[src/rtl/bpsk_modulator_pkg.sv]
// Shared definitions for the BPSK modulator: state encoding, default symbol
// length and the phase-counter width helper.
package bpsk_modulator_pkg;

  typedef enum logic {
    IDLE = 1'b0,
    RUN  = 1'b1
  } state_t;

  localparam int CPS_DEFAULT = 256;

  function automatic int cnt_width(input int num);
    return (num > 1) ? $clog2(num) : 1;
  endfunction

endpackage

[src/rtl/bpsk_modulator_if.sv]
// Data-bit handshake, carrier input and modulated output of the BPSK modulator.
interface bpsk_modulator_if;
  logic signed [15:0] carrier_sig;
  logic               bit_sig;
  logic               bit_valid;
  logic               bit_ready;
  logic signed [15:0] mod_sig;
  logic               mod_valid;
  logic               sym_start;
  logic               underrun;

  modport slave (
    input  carrier_sig, bit_sig, bit_valid,
    output bit_ready, mod_sig, mod_valid, sym_start, underrun
  );

  modport master (
    output carrier_sig, bit_sig, bit_valid,
    input  bit_ready, mod_sig, mod_valid, sym_start, underrun
  );
endinterface

[src/rtl/bpsk_modulator_counter.sv]
// Free-running modulo-NUM counter; carry is high on the last count (NUM-1).
module bpsk_modulator_counter
  import bpsk_modulator_pkg::*;
#(
  parameter int NUM = CPS_DEFAULT,
  localparam int W  = cnt_width(NUM)
) (
  input  logic         clk_sig,
  input  logic         rst_n,
  output logic [W-1:0] count,
  output logic         carry
);

  localparam logic [W-1:0] LAST = W'(NUM - 1);

  assign carry = (count == LAST);

  always_ff @(posedge clk_sig) begin
    if (!rst_n)     count <= '0;
    else if (carry) count <= '0;
    else            count <= count + 1'b1;
  end

endmodule

[src/rtl/bpsk_modulator.sv]
// BPSK modulator: one data bit per carrier period, symbols switch only on
// the phase-counter wrap so each symbol starts at carrier phase 0.
//
// state | meaning
// IDLE  | no symbol on air, output held at zero
// RUN   | cur_bit on air, carrier passed through or inverted
module bpsk_modulator
  import bpsk_modulator_pkg::*;
#(
  parameter int CYCLES_PER_SYMBOL = CPS_DEFAULT
) (
  input logic             clk_sig,
  input logic             rst_n,
  bpsk_modulator_if.slave bus
);

  localparam int CW = cnt_width(CYCLES_PER_SYMBOL);

  logic [CW-1:0]      phase;
  logic               boundary;
  state_t             state, state_d;
  logic               cur_bit, cur_bit_d;
  logic               next_bit, next_bit_d;
  logic               next_full, next_full_d;
  logic               ready_q;
  logic               xfer;
  logic               underrun_d;
  logic signed [15:0] mod_q;
  logic               mod_valid_q, sym_start_q, underrun_q;

  bpsk_modulator_counter #(.NUM(CYCLES_PER_SYMBOL)) u_phase (
    .clk_sig (clk_sig),
    .rst_n   (rst_n),
    .count   (phase),
    .carry   (boundary)
  );

  // ready is only ever granted from a register so valid cannot loop back into it
  assign xfer          = bus.bit_valid & ready_q;
  assign bus.bit_ready = ready_q;

  always_ff @(posedge clk_sig) begin
    if (!rst_n) begin
      state     <= IDLE;
      cur_bit   <= 1'b0;
      next_bit  <= 1'b0;
      next_full <= 1'b0;
      ready_q   <= 1'b0;
    end else begin
      state     <= state_d;
      cur_bit   <= cur_bit_d;
      next_bit  <= next_bit_d;
      next_full <= next_full_d;
      ready_q   <= ~next_full_d;
    end
  end

  always_comb begin
    state_d     = state;
    cur_bit_d   = cur_bit;
    next_bit_d  = next_bit;
    next_full_d = next_full;
    underrun_d  = 1'b0;
    if (boundary) begin
      if (next_full) begin
        cur_bit_d   = next_bit;
        next_full_d = 1'b0;
        state_d     = RUN;
      end else if (xfer) begin
        cur_bit_d = bus.bit_sig;
        state_d   = RUN;
      end else begin
        state_d    = IDLE;
        underrun_d = (state == RUN);
      end
    end else if (xfer) begin
      next_bit_d  = bus.bit_sig;
      next_full_d = 1'b1;
    end
  end

  always_ff @(posedge clk_sig) begin
    if (!rst_n) begin
      mod_q       <= 16'sd0;
      mod_valid_q <= 1'b0;
      sym_start_q <= 1'b0;
      underrun_q  <= 1'b0;
    end else begin
      mod_valid_q <= (state == RUN);
      sym_start_q <= (state == RUN) && (phase == '0);
      underrun_q  <= underrun_d;
      if (state == RUN) mod_q <= cur_bit ? bus.carrier_sig : -bus.carrier_sig;
      else              mod_q <= 16'sd0;
    end
  end

  assign bus.mod_sig   = mod_q;
  assign bus.mod_valid = mod_valid_q;
  assign bus.sym_start = sym_start_q;
  assign bus.underrun  = underrun_q;

endmodule

[src/flat_wrapper.sv]
// flat-port wrapper written by rule: the top's interface ports become plain ports
module bpsk_modulator_flat import bpsk_modulator_pkg::*;
#(
  parameter int CYCLES_PER_SYMBOL = CPS_DEFAULT
)
  (clk_sig, rst_n, bus_carrier_sig, bus_bit_sig, bus_bit_valid, bus_bit_ready, bus_mod_sig, bus_mod_valid, bus_sym_start, bus_underrun);
  bpsk_modulator_if bus_i ();
  input logic clk_sig;
  input logic rst_n;
  input wire logic [$bits(bus_i.carrier_sig)-1:0] bus_carrier_sig;
  input wire logic [$bits(bus_i.bit_sig)-1:0] bus_bit_sig;
  input wire logic [$bits(bus_i.bit_valid)-1:0] bus_bit_valid;
  output wire logic [$bits(bus_i.bit_ready)-1:0] bus_bit_ready;
  output wire logic [$bits(bus_i.mod_sig)-1:0] bus_mod_sig;
  output wire logic [$bits(bus_i.mod_valid)-1:0] bus_mod_valid;
  output wire logic [$bits(bus_i.sym_start)-1:0] bus_sym_start;
  output wire logic [$bits(bus_i.underrun)-1:0] bus_underrun;
  assign bus_i.carrier_sig = bus_carrier_sig;
  assign bus_i.bit_sig = bus_bit_sig;
  assign bus_i.bit_valid = bus_bit_valid;
  assign bus_bit_ready = bus_i.bit_ready;
  assign bus_mod_sig = bus_i.mod_sig;
  assign bus_mod_valid = bus_i.mod_valid;
  assign bus_sym_start = bus_i.sym_start;
  assign bus_underrun = bus_i.underrun;
  bpsk_modulator #(.CYCLES_PER_SYMBOL(CYCLES_PER_SYMBOL)) u_core (.clk_sig(clk_sig), .rst_n(rst_n), .bus(bus_i));
endmodule
[config.mk]
export PLATFORM = sky130hd
export DESIGN_NAME = bpsk_modulator_flat
export DESIGN_NICKNAME = d
export VERILOG_FILES = /design/src/rtl/bpsk_modulator_pkg.sv /design/src/rtl/bpsk_modulator_if.sv /design/src/rtl/bpsk_modulator_counter.sv /design/src/rtl/bpsk_modulator.sv /design/src/flat_wrapper.sv
export SDC_FILE = /design/constraint.sdc
export NUM_CORES = 1
export LEC_CHECK = 0
export ABC_AREA = 1
export CORE_AREA = 10 10 72 74
export DETAILED_ROUTE_END_ITERATION = 10
export DIE_AREA = 0 0 82 84
export HOLD_SLACK_MARGIN = 0.15
export PLACE_DENSITY = 0.72
export SLEW_MARGIN = 20
export SYNTH_ARGS = -nofsm -noshare
export SYNTH_HDL_FRONTEND = slang
export SYNTH_SLANG_ARGS = --single-unit
[constraint.sdc]
create_clock -name clk_sig -period 1.3 [get_ports clk_sig]
set_input_delay 0.26 -clock clk_sig [delete_from_list [all_inputs] [get_ports clk_sig]]
set_output_delay 0.26 -clock clk_sig [all_outputs]
set_load 0.005 [all_outputs]
==> flow_summary_export.csv <==
group,metric,value,unit
die,initial_utilization,37.6,%
synth,synth_cells,200,
synth,synth.top_cells.by_count,"39 x nand2_1, 33 x nor2_1, 32 x dfxtp_1",
clocking,clk_pin_slew,0.06,ns
timing,setup_ws,0.0273,ns
status,run_status,"completed",
worst_setup_path,endpoint_kind,"register",
clocking,cts_root_buf,"clkbuf_8",
synth,synth-seq-cells,32,
worst_setup_path,cp_max_fo,4,
run,cap_violations,0,
worst_setup_path,critPathKind,"input pin to register",
clocking,post-cts-setup-buffer-count,0,
place,place_congestion,0.804,
timing,layout_min_cycle_time,1.27,ns
synth,synth_seq_area_share,44.1,%
routing,wl,3.81,mm
min_path,hold_path.class,"input pin to register",
routing,dr.pass1.iters,4,
finish,multi_input_area,785,um2
synth,synth_most_common_cell,"nand2_1",
timing,slew-limit-headroom,78.9,%
finish,stdcell_area,2230,um2
grt,antenna_found_initial,0,
worst_setup_path,rr_worst_depth,6,
worst_setup_path,path_cells,"clkdlybuf4s50_1 -> inv_2 -> ha_4 -> nand2_2 -> nor2_4 -> nand3_1 -> a21oi_2 -> nor2_1",
timing,finalSetupTns,0,ns
synth,synth_warnings,0,
worst_setup_path,required,1.49,ns
place,hpwl,2.85,mm
power_and_ir_drop,p_per_area,912,nW/um2
synth,syn_avg_cell_area,7.26,um2
finish,fin_nets,289,
grt,grt-ovfl-total,0,
timing,clock_skew,0.00491,ns
timing,setup_viol,0,
worst_setup_path,worst_ep_arrival_time,1.46,ns
timing,finalHoldViolations,0,
synth,ys.flop_type,"dfxtp_1",
die,top_level_ports,40,
worst_setup_path,cpPeakStageDelay,0.42,ns
place,dp_slack,-0.373,ns
finish,seqCellArea,644,um2
die,die_y,84,um
synth,synth_nets,223,
worst_setup_path,path_delay_family,"buffers and inverters",
grt,grt_start_max_net_pins,19,
synth,synth-edff-count,0,
synth,netlist.area_leader.share,44.1,%
routing,drcViolationCount,0,
grt,grt_pass1_vias,1425,
power_and_ir_drop,p_leak,0.00112,uW
clocking,tritoncts,"done",
routing,wl_per_cell,12.0,um
timing,finalMaxSlewViolations,0,
synth,yosysTopAreaCell,"dfxtp_1",
finish,area_growth,53.8,%
worst_setup_path,cp_slowest_cell,"clkdlybuf4s50_1",
clocking,cts_sinks,32,
finish,fill_cells,375,
clocking,h-tree-depth,2,
synth,synthTopCellsByArea,"dfxtp_1 44%, nand2_1 10%, nor2_1 8.5%",
timing,rsz0062_at_grt,"yes",
power_and_ir_drop,finalPower,2040,uW
worst_setup_path,cp_num_cells,8,
timing,clock.fmax,0.786,GHz
synth,syn_area,1450,um2
die,core,3860,um2
clocking,insertion_delay,0.29,ns
clocking,cts_hold_buf,0,
timing,worstMarginPinSlew,0.316,ns
die,rows,23,
grt,track_usage,11.6,%
clocking,cts_buffer_depth,2,
finish,layout-drive-gt1-share,23.6,%
routing,viasPerCell,4.59,
die,die-width,82,um
clocking,numCtsBuffers,5,
worst_setup_path,critPathBufInv,2,
place,port_buffers,39,
power_and_ir_drop,vdd_ir_drop_max,0.660,mV
die,dieArea,6890,um2
place,place_area,2060,um2
timing,fin_crit_sh,97.9,%
synth,ys_types,22,
routing,vias,1456,
synth,synthArstFlopShare,0,%
routing,first_iter_violations,53,
grt,grt_pass1_wl,6.38,mm
worst_setup_path,cp-start-kind,"input pin",
min_path,hold_depth,3,
routing,ant_nets,0,
finish,n_antenna_cell,0,
power breakdown:
| group | total, uW | switching (uW) | leakage (uW) | internal [uW] |
|---|---|---|---|---|
| registers | 1010 | 12.9 | 0.000260 | 997 |
| clock network | 790 | 359 | 0.0000455 | 431 |
| logic | 235 | 110 | 0.000811 | 125 |
| total | 2040 | 481 | 0.00112 | 1550 |
metrics by stage:
step                      std cells  hold slack [ns]  utilization [%]
after CTS                       317            0.474             55.6
after global placement          309            0.450             53.4
after floorplan                 200            0.349                -
after global routing            317            0.325             57.9
after detailed placement        309            0.464             53.4
final                           317            0.297             57.9
timing repair:
action,CTS,global route
pin swaps,1,7
gates resized for setup,25,27
gates cloned,0,0
setup endpoints to repair,25,22
endpoints found under the hold margin,0,0
worst paths after layout:
check,from,to,slack [ns]
hold / removal,bus_carrier_sig[3],u_core.bus.mod_sig[3]$_SDFF_PN0_,0.30
setup reg to reg,u_core.u_phase.count[1]$_SDFF_PP0_,u_core.next_bit$_SDFFE_PN0P_,0.08
hold reg to reg,u_core.u_phase.count[4]$_SDFF_PP0_,u_core.bus.sym_start$_SDFF_PN0_,0.46
setup / recovery,bus_carrier_sig[0],u_core.bus.mod_sig[14]$_SDFF_PN0_,0.03
per-layer routing:
metal	up-vias	global-route usage [%]	share of wire [%]
met2	35	18.4	49
met3	6	4.96	6.9
met4	0	5.73	1.8
met1	644	12.8	42
met5	-	0	0
li1	771	-	-
layout by cell type (no fill, tap or decap), types with 4 or more instances in the layout:
cell type and n:
a21oi_1 16, buf_4 21, clkbuf_8 6, clkdlybuf4s50_1 15, dfxtp_1 29, dlygate4sd2_1 20
dlymetal6s2s_1 4, inv_1 21, inv_2 5, nand2_1 34, nand2_2 7, nand3_1 11
nor2_1 29, nor2_2 5, o21ai_0 9
worst min-delay path: stages:
cell and delay [ns]:
dlymetal6s2s_1 0.15, inv_1 0.08, a21oi_1 0.05
sequential cells by signal, summed over array words and instances (netlist names):
signal	flops
u_core.u_phase.count	8
u_core.next_bit	1
u_core.cur_bit	1
u_core.bus.mod_valid	1
u_core.bus.underrun	1
u_core.bus.sym_start	1
u_core.next_full	1
u_core.bus.mod_sig	16
u_core.state	1
u_core.bus.bit_ready	1
cells by family after synthesis:
| family | after synthesis | share of synthesized area [%] |
|---|---|---|
| xor gates and xnor gates | 1 | 0.604 |
| buffers and inverters | 28 | 8.28 |
| and+or+nand+nor | 105 | 33.7 |
| DFF | 32 | 44.1 |
| adders and majority gates | 3 | 2.59 |
| AOI/OAI and AO/OA | 31 | 10.7 |
cell type report:
class | instances | area share, %
Multi-Input combinational cell | 140 | 35.1
Inverter | 26 | 4.37
Sequential cell | 32 | 28.9
Timing Repair Buffer | 61 | 24.8
Tap cell | 50 | 2.80
Clock buffer | 8 | 4.04
No activity file was read; power rests on OpenSTA's default activity.
